**src/rtl/lbm_chunk_scheduler.sv**
```systemverilog
// Chunked fill/compute sequencer between the AXIS pixel writer and the LBM solver.
// Optional fill watchdog enabled by defining LBM_SCHED_TIMEOUT_EN.
module lbm_chunk_scheduler #(
    parameter int DEPTH          = 2500,
    parameter int ADDRESS_WIDTH  = 12,
    parameter int CHUNK_W        = 16,
    parameter int TIMEOUT_CYCLES = 4096
) (
    input  logic                     m00_axis_aclk,
    input  logic                     m00_axis_areset,
    input  logic                     start,
    input  logic [CHUNK_W-1:0]       num_chunks,
    input  logic                     beat,
    input  logic                     beat_last,
    input  logic                     chunk_transfer_ready,
    output logic [ADDRESS_WIDTH-1:0] fill_limit,
    output logic                     chunk_compute_ready,
    output logic [CHUNK_W-1:0]       chunk_idx,
    output logic                     busy,
    output logic                     done,
    output logic                     len_err,
    output logic                     timeout_err
);

    localparam logic [ADDRESS_WIDTH-1:0] DEPTH_LIMIT = ADDRESS_WIDTH'(DEPTH);
    localparam logic [ADDRESS_WIDTH-1:0] LAST_CNT    = ADDRESS_WIDTH'(DEPTH - 1);

    generate
        if (DEPTH < 1 || DEPTH >= (2 ** ADDRESS_WIDTH) || TIMEOUT_CYCLES < 2) begin : g_param_check
            $error("lbm_chunk_scheduler: DEPTH must fit in ADDRESS_WIDTH and TIMEOUT_CYCLES must be >= 2");
        end
    endgenerate

    typedef enum logic [1:0] {
        ST_IDLE    = 2'd0,
        ST_FILL    = 2'd1,
        ST_COMPUTE = 2'd2,
        ST_DONE    = 2'd3
    } state_t;

    state_t                   state_reg, state_next;
    logic [ADDRESS_WIDTH-1:0] fill_cnt_reg, fill_cnt_next;
    logic [ADDRESS_WIDTH-1:0] fill_limit_reg, fill_limit_next;
    logic                     compute_ready_reg, compute_ready_next;
    logic [CHUNK_W-1:0]       chunk_idx_reg, chunk_idx_next;
    logic [CHUNK_W-1:0]       num_chunks_reg, num_chunks_next;
    logic                     len_err_reg, len_err_next;
    logic                     watchdog_fire;
    logic                     start_accepted;
    logic                     fill_at_last;

    assign start_accepted = (state_reg == ST_IDLE) && start;
    assign fill_at_last   = (fill_cnt_reg == LAST_CNT);

`ifdef LBM_SCHED_TIMEOUT_EN
    localparam int IDLE_W = $clog2(TIMEOUT_CYCLES);

    logic [IDLE_W-1:0] idle_cnt_reg;
    logic              timeout_err_reg;

    // Beat takes priority over the watchdog: a pixel arriving on the last allowed cycle still counts.
    assign watchdog_fire = (state_reg == ST_FILL) && !beat &&
                           (idle_cnt_reg == IDLE_W'(TIMEOUT_CYCLES - 1));

    always_ff @(posedge m00_axis_aclk) begin
        if (m00_axis_areset) begin
            idle_cnt_reg    <= '0;
            timeout_err_reg <= 1'b0;
        end else begin
            if (state_reg != ST_FILL || beat) begin
                idle_cnt_reg <= '0;
            end else if (!watchdog_fire) begin
                idle_cnt_reg <= idle_cnt_reg + IDLE_W'(1);
            end
            if (start_accepted) begin
                timeout_err_reg <= 1'b0;
            end else if (watchdog_fire) begin
                timeout_err_reg <= 1'b1;
            end
        end
    end

    assign timeout_err = timeout_err_reg;
`else
    assign watchdog_fire = 1'b0;
    assign timeout_err   = 1'b0;
`endif

    always_ff @(posedge m00_axis_aclk) begin
        if (m00_axis_areset) begin
            state_reg         <= ST_IDLE;
            fill_cnt_reg      <= '0;
            fill_limit_reg    <= '0;
            compute_ready_reg <= 1'b0;
            chunk_idx_reg     <= '0;
            num_chunks_reg    <= '0;
            len_err_reg       <= 1'b0;
        end else begin
            state_reg         <= state_next;
            fill_cnt_reg      <= fill_cnt_next;
            fill_limit_reg    <= fill_limit_next;
            compute_ready_reg <= compute_ready_next;
            chunk_idx_reg     <= chunk_idx_next;
            num_chunks_reg    <= num_chunks_next;
            len_err_reg       <= len_err_next;
        end
    end

    always_comb begin
        state_next         = state_reg;
        fill_cnt_next      = fill_cnt_reg;
        fill_limit_next    = fill_limit_reg;
        compute_ready_next = compute_ready_reg;
        chunk_idx_next     = chunk_idx_reg;
        num_chunks_next    = num_chunks_reg;
        len_err_next       = len_err_reg;

        case (state_reg)
            ST_IDLE: begin
                if (start) begin
                    len_err_next   = 1'b0;
                    chunk_idx_next = '0;
                    fill_cnt_next  = '0;
                    if (num_chunks != '0) begin
                        num_chunks_next = num_chunks;
                        fill_limit_next = DEPTH_LIMIT;
                        state_next      = ST_FILL;
                    end else begin
                        state_next = ST_DONE;
                    end
                end
            end

            ST_FILL: begin
                if (beat) begin
                    if (fill_at_last || beat_last) begin
                        // tlast must coincide exactly with the final pixel of the chunk.
                        if (beat_last != fill_at_last) begin
                            len_err_next = 1'b1;
                        end
                        fill_limit_next    = '0;
                        compute_ready_next = 1'b1;
                        fill_cnt_next      = '0;
                        state_next         = ST_COMPUTE;
                    end else begin
                        fill_cnt_next = fill_cnt_reg + ADDRESS_WIDTH'(1);
                    end
                end else if (watchdog_fire) begin
                    fill_limit_next = '0;
                    state_next      = ST_IDLE;
                end
            end

            ST_COMPUTE: begin
                if (chunk_transfer_ready) begin
                    compute_ready_next = 1'b0;
                    if (chunk_idx_reg == num_chunks_reg - CHUNK_W'(1)) begin
                        state_next = ST_DONE;
                    end else begin
                        chunk_idx_next  = chunk_idx_reg + CHUNK_W'(1);
                        fill_cnt_next   = '0;
                        fill_limit_next = DEPTH_LIMIT;
                        state_next      = ST_FILL;
                    end
                end
            end

            ST_DONE: begin
                state_next = ST_IDLE;
            end

            default: begin
                state_next = ST_IDLE;
            end
        endcase

        // Stray beats are flagged last so they win over the clear of an accepted start.
        if (beat && state_reg != ST_FILL) begin
            len_err_next = 1'b1;
        end
    end

    assign fill_limit          = fill_limit_reg;
    assign chunk_compute_ready = compute_ready_reg;
    assign chunk_idx           = chunk_idx_reg;
    assign busy                = (state_reg == ST_FILL) || (state_reg == ST_COMPUTE);
    assign done                = (state_reg == ST_DONE);
    assign len_err             = len_err_reg;

endmodule

```
**config.mk**
```make
export PLATFORM = sky130hd
export DESIGN_NAME = lbm_chunk_scheduler
export DESIGN_NICKNAME = d
export VERILOG_FILES = /design/src/rtl/lbm_chunk_scheduler.sv
export SDC_FILE = /design/constraint.sdc
export NUM_CORES = 1
export LEC_CHECK = 0
export BUFFER_PORTS_ARGS = -buffer_cell sky130_fd_sc_hd__buf_2
export CAP_MARGIN = 10
export CORE_UTILIZATION = 55
export DETAILED_ROUTE_END_ITERATION = 7
export GPL_TIMING_DRIVEN = 0
export PLACE_DENSITY_LB_ADDON = 0.25
export REMOVE_ABC_BUFFERS = 1
export SETUP_SLACK_MARGIN = 0.05
export SKIP_LAST_GASP = 1
export SYNTH_ARGS = -nofsm -noshare
export SYNTH_HDL_FRONTEND = slang
export SYNTH_SLANG_ARGS = --single-unit
export TNS_END_PERCENT = 1
```
**constraint.sdc**
```tcl
create_clock -name m00_axis_aclk -period 5.7 [get_ports m00_axis_aclk]
set_input_delay 0.855 -clock m00_axis_aclk [delete_from_list [all_inputs] [get_ports m00_axis_aclk]]
set_output_delay 0.855 -clock m00_axis_aclk [all_outputs]
set_load 0.05 [all_outputs]
```
Word-level counts from Yosys, hierarchy flattened
Cells that the tools add are included.
- register bits: 60
- input port bits: 22
- word-level logic and storage cells: 77
- add/subtract/negate cells: 3
- eq/ne operators: 17
- muxes and demuxes: 34
- reductions and logical operators: 16
- operators by type and width (operator ; count):
    12-bit 2-to-1 mux ; 11
    12-bit one-hot mux with 3 select lines ; 2
    16-bit 2-to-1 mux ; 3
    16-bit one-hot mux with 2 select lines ; 1
    16-bit by 1-bit adder with 16-bit output, second input constant ; 1
    16-bit equality test ; 1
    16-bit nonzero test ; 1
    16-bit by 1-bit subtractor with 16-bit output, second input constant ; 1
    12-bit by 1-bit adder with 12-bit output, second input constant ; 1
    12-bit equality test, second input constant ; 1
    2-bit 2-to-1 mux ; 6
    4-bit AND reduction ; 3
    2-bit inequality test, second input constant ; 5
    5-bit AND reduction ; 2
    3-bit inequality test, second input constant ; 3
    1-bit 2-to-1 mux ; 8
    2-bit one-hot mux with 4 select lines ; 1
    7-bit AND reduction ; 1
    3-bit nonzero test ; 2
    2-bit equality test, second input constant ; 2
    2-bit by 1-bit inequality test with 1-bit output, second input constant ; 2
    1-bit one-hot mux with 2 select lines ; 2
    2-bit nonzero test ; 2
    3-bit by 2-bit inequality test with 1-bit output, second input constant ; 1
    6 further kinds ; 7

Depth between registers and ports, before layout
- depth in word-level cells: 7
- mapped depth: 11
- mapped depth without buffers: 10

Worst setup path after synthesis
OpenSTA, ideal clock, no wires.
- kind: flip-flop to flip-flop
- start point: register num_chunks_reg[0]
- end point: register state_reg[1]
- library setup time: 0.103 ns
- arrival: 2.581 ns
- data required time: 5.597 ns
- path slack: 3.015 ns
- cell stages (with the launch flop): 11
- period minus slack after synthesis: 2.685 ns
- path through: dfxtp_1 -> inv_1 -> ha_1 -> or4b_1 -> nor3_1 -> nand3_1 -> a2111oi_4 -> and4bb_4 -> buf_6 -> nor4_1 -> a2111oi_2
- longest elaborated chain between the ends: 5
- ends and longest elaborated chain (item ; line ; source):
    start, declared ; 46 ; logic [CHUNK_W-1:0] num_chunks_reg, num_chunks_next;
    start signal, assigned ; 104 ; num_chunks_reg <= num_chunks_next;
    16-bit by 1-bit subtractor with 16-bit output ; 157 ; if (chunk_idx_reg == num_chunks_reg - CHUNK_W'(1)) begin
    16-bit equality test ; 157 ;
    2-bit 2-to-1 mux ; 157 ;
    2-bit 2-to-1 mux ; 155 ; if (chunk_transfer_ready) begin
    2-bit one-hot mux with 4 select lines ; 118 ; case (state_reg)
    end signal, assigned ; 99 ; state_reg <= state_next;
    end, declared ; 41 ; state_t state_reg, state_next;
Every way passes these cells. The select of a mux whose other input is x is not followed.
A chain may end at the register's enable or synchronous reset.

Worst setup path in the final report
- start point: register num_chunks_reg[0]
- end point: register fill_cnt_reg[7]
- longest elaborated chain between the ends: 4
- ends and longest elaborated chain (item ; line ; source):
    16-bit by 1-bit subtractor with 16-bit output ; 157 ;
    16-bit equality test ; 157 ;
    2-bit inequality test (no line) ; n/a ;
    5-bit AND reduction (no line) ; n/a ;
    end signal, assigned ; 100 ; fill_cnt_reg <= fill_cnt_next;
    end, declared ; 42 ; logic [ADDRESS_WIDTH-1:0] fill_cnt_reg, fill_cnt_next;
Every way passes these cells.

==> summary.md <==
| Metric | Value |
|---|---|
| R2R Path End | `fill_cnt_reg[7]$_SDFFE_PP0P_` |
| Leftover overflow at the end of global routing | `0` |
| Global-route total usage across every layer | `0.242` |
| Worst reg2reg path startpoint | `num_chunks_reg[0]$_SDFFE_PP0P_` |
| Setup violation total in the final timing report | `0` |
| Setup slack after layout | `2.23 ns` |
| Hold violation total from the final report | `0` |
| Core box area | `0.00527 mm²` |
| Mean cell area of the mapped netlist | `8.38 µm²` |
| Area overhead of the layout relative to synthesis | `8.96%` |
| Placed wire-length estimate after detailed placement | `5050 µm` |
| Met3 Track Usage GR | `0.0512` |
| Type of the setup path with the least slack | `flop to flop` |
| Critical path cell sequence | `inv_1 -> ha_1 -> or4b_1 -> nor3_1 -> nand3_1 -> a2111oi_4 -> and4bb_4 -> or3_1 -> o21ai_0` |
| Later-pin clock latency in the skew report | `0.30 ns` |
| Initial cell density of the core | `0.589` |
| Mapped Area | `0.00310 mm²` |
| CTS tree | `done` |
| Leakage power | `1.41 nW` |
| Worst hold endpoint | `fill_cnt_reg[8]$_SDFFE_PP0P_` |
| Vias/cell | `6.23` |
| Antenna cells | `0` |
| Antenna violation net count after detailed routing | `0` |
| Sequential element share of the synthesized area | `0.316` |
| Worst setup timing slack at the placement stage | `2.26 ns` |
| Critical path peak fanout | `40` |
| Depth of the CTS H-tree | `2` |
| Total length of routed wires | `7070 µm` |
| Remaining DRCs | `0` |
| Antenna violations before repair | `0` |
| Chip height | `77.1 µm` |
| Hold_ws | `0.500 ns` |
| Warnings from Yosys | `0` |
| Port Buffers | `46` |
| Most common cell after layout, fill and taps aside | `dfxtp_1` |
| Fraction of met2 tracks used by global routing | `0.381` |
| Number of flip-flops and latches in the synthesized netlist | `49` |
| Slowest cell on the critical path | `and4bb_4` |
| Min-delay src | `fill_cnt_reg[8]$_SDFFE_PP0P_` |
| Die outline area | `0.00594 mm²` |
| Number of buffers added for setup after CTS | `0` |
| Boundary Pins | `55` |
| RSZ-0062 raised after global routing | `no` |
| Sink count of the clock tree | `49` |
| FMAX | `288 MHz` |
| Number of enable-type register cells in the synthesized netlist | `0` |
| Worst min-delay path class | `flop to flop` |
| Setup clock skew after layout | `0.00757 ns` |
| Worst hold path depth | `1` |
| WL per Instance | `15.0 µm` |
| Element type at the critical path start | `flop` |
| Slew HR | `0.413` |
| TritonCTS Buffers | `5` |
| Unique cell type count in the Yosys netlist | `64` |
| Flop2flop setup slack | `2.23 ns` |
| Actual slew at the worst max-slew pin | `0.881 ns` |
| Root Driver | `clkbuf_8` |
| Top_reg_cell synth | `dfxtp_1` |
| Number of iterations in the first detailed-routing pass | `4` |
| Number of buffers inserted by hold repair at cts | `0` |
| Max stage delay on crit path | `0.59 ns` |
| Wire length of the first global-routing pass | `11,800 µm` |
| Worst vdd ir | `0.319 mV` |
| Async set-reset flop share out of synthesis | `0` |
| DRC marker count from the first detailed-route iteration | `193` |
| Clock period minus worst slack | `3.47 ns` |
| Via count of the first global-routing pass | `2,561` |
| Total power per unit cell area | `386 mW/mm²` |
| Crit. End Element | `flop` |
| Utilization of the core after routing | `0.641` |
| Gate count of the mapped netlist | `370` |
| DR vias | `2,930` |
| FF-to-FF path depth | `9` |
| Count of final max-slew check failures | `0` |
| Total of cells resized after clock tree synthesis | `0` |
| Setup TNS Final | `0 ns` |
| Global routing usage on met1 | `0.336` |
| Period Utilization, post-route | `0.608` |
| Most used cells in the layout excluding fill and tap cells | `dfxtp_1 (49), buf_2 (46), nor2_1 (34)` |
| Share of cells above drive strength 1 | `0.163` |
| Maximum number of pins on one net before global-route repair | `41` |
| Routability Congestion | `0.827` |
| Clock transition at path regs | `0.09 ns` |
| Bufs on Longest Clock Path | `2` |
| Worst Path Required | `5.88 ns` |
| FP Rows | `26` |
| Width of the die | `77.1 µm` |
| Global routing's busiest layer | `met2` |
| Max-Cap Viols | `0` |
| Arrival time worst endpoint | `3.65 ns` |
| Total Nets Final | `429` |
| Outcome | `complete, no violations` |
## synth_stat cells (6+ instances only)
| library cell | instances | area (µm²) |
|---|---|---|
| a21oi_1 | 12 | 60.1 |
| a31oi_1 | 6 | 37.5 |
| and3_1 | 8 | 50.1 |
| buf_4 | 13 | 97.6 |
| clkbuf_1 | 13 | 48.8 |
| dfxtp_1 | 49 | 981 |
| ha_1 | 8 | 100 |
| inv_1 | 12 | 45.0 |
| mux2i_1 | 19 | 190 |
| nand2_1 | 25 | 93.8 |
| nand3_1 | 8 | 40.0 |
| nor2_1 | 34 | 128 |
| nor3_1 | 11 | 55.1 |
| nor4_1 | 10 | 62.6 |
| o211ai_1 | 10 | 75.1 |
| o21ai_0 | 14 | 70.1 |
| o21ai_1 | 10 | 50.1 |
| or3_1 | 7 | 43.8 |
| or4_1 | 8 | 60.1 |
| xnor2_1 | 14 | 123 |
## stage by stage
| step | cells | total power, mW | cell area, µm² |
|---|---|---|---|
| 2_1_floorplan | 346 | 0.911 | 2950 |
| 4_1_cts | 470 | 1.30 | 3380 |
| 3_3_place_gp | 462 | 1.03 | 3260 |
| 5_1_grt | 470 | 1.38 | 3380 |
| 6_report | 470 | 1.31 | 3380 |
| 3_5_place_dp | 462 | 1.04 | 3260 |
## worst max-delay path by stage
stage | to | slack (ns) | from
after CTS | fill_cnt_reg[7]$_SDFFE_PP0P_ | 2.25 | num_chunks_reg[0]$_SDFFE_PP0P_
after floorplan | fill_cnt_reg[7]$_SDFFE_PP0P_ | 2.82 | num_chunks_reg[0]$_SDFFE_PP0P_
final | fill_cnt_reg[7]$_SDFFE_PP0P_ | 2.23 | num_chunks_reg[0]$_SDFFE_PP0P_
after global placement | fill_cnt_reg[7]$_SDFFE_PP0P_ | 2.33 | num_chunks_reg[0]$_SDFFE_PP0P_
after global routing | fill_cnt_reg[7]$_SDFFE_PP0P_ | 2.01 | num_chunks_reg[0]$_SDFFE_PP0P_
after detailed placement | fill_cnt_reg[7]$_SDFFE_PP0P_ | 2.26 | num_chunks_reg[0]$_SDFFE_PP0P_
## critical path: cells and delay by family (launching register included)
family	cells	cell delay (ns)
and+or+nand+nor	5	2.02
DFF	1	0.39
AOI/OAI and AO/OA	2	0.56
adders and majority gates	1	0.27
buffers and inverters	1	0.08
## power by group
group          leakage (nW)  total, mW  switching [mW]  internal, mW
registers             0.398      0.423          0.0456         0.377
clock network        0.0585      0.262           0.118         0.143
logic                 0.950      0.621           0.408         0.213
## per-layer routing
layer | vias to the layer above | share of wire | wire (µm)
met1 | 1396 | 0.49 | 3440
li1 | 1425 | - | -
met3 | 4 | 0.058 | 410
met4 | 0 | 0.0066 | 47
met5 | - | 0 | 0
met2 | 105 | 0.45 | 3180
## cell families (layout without fill, tap and decap cells)
group / Yosys count / count (layout) / share of synthesized area
flops: 49 / 49 / 0.316
mux: 20 / 20 / 0.0649
compound gates: 90 / 90 / 0.208
fa+ha+maj: 8 / 8 / 0.0323
simple gates: 139 / 139 / 0.249
other cells: 1 / 8 / 0.00121
buf+inv: 44 / 67 / 0.0746
xor+xnor: 19 / 19 / 0.0537
## area by class of cell
class / instances / area, µm²
clock buffers: 7 / 86.3
clock inverters: 1 / 30.0
fillers: 476 / 1890
inverters: 13 / 48.8
multi-input cells: 284 / 1920
flip-flops and latches: 49 / 981
well taps: 70 / 87.6
repair buffers: 46 / 230
No activity file was read; power rests on OpenSTA's default activity.
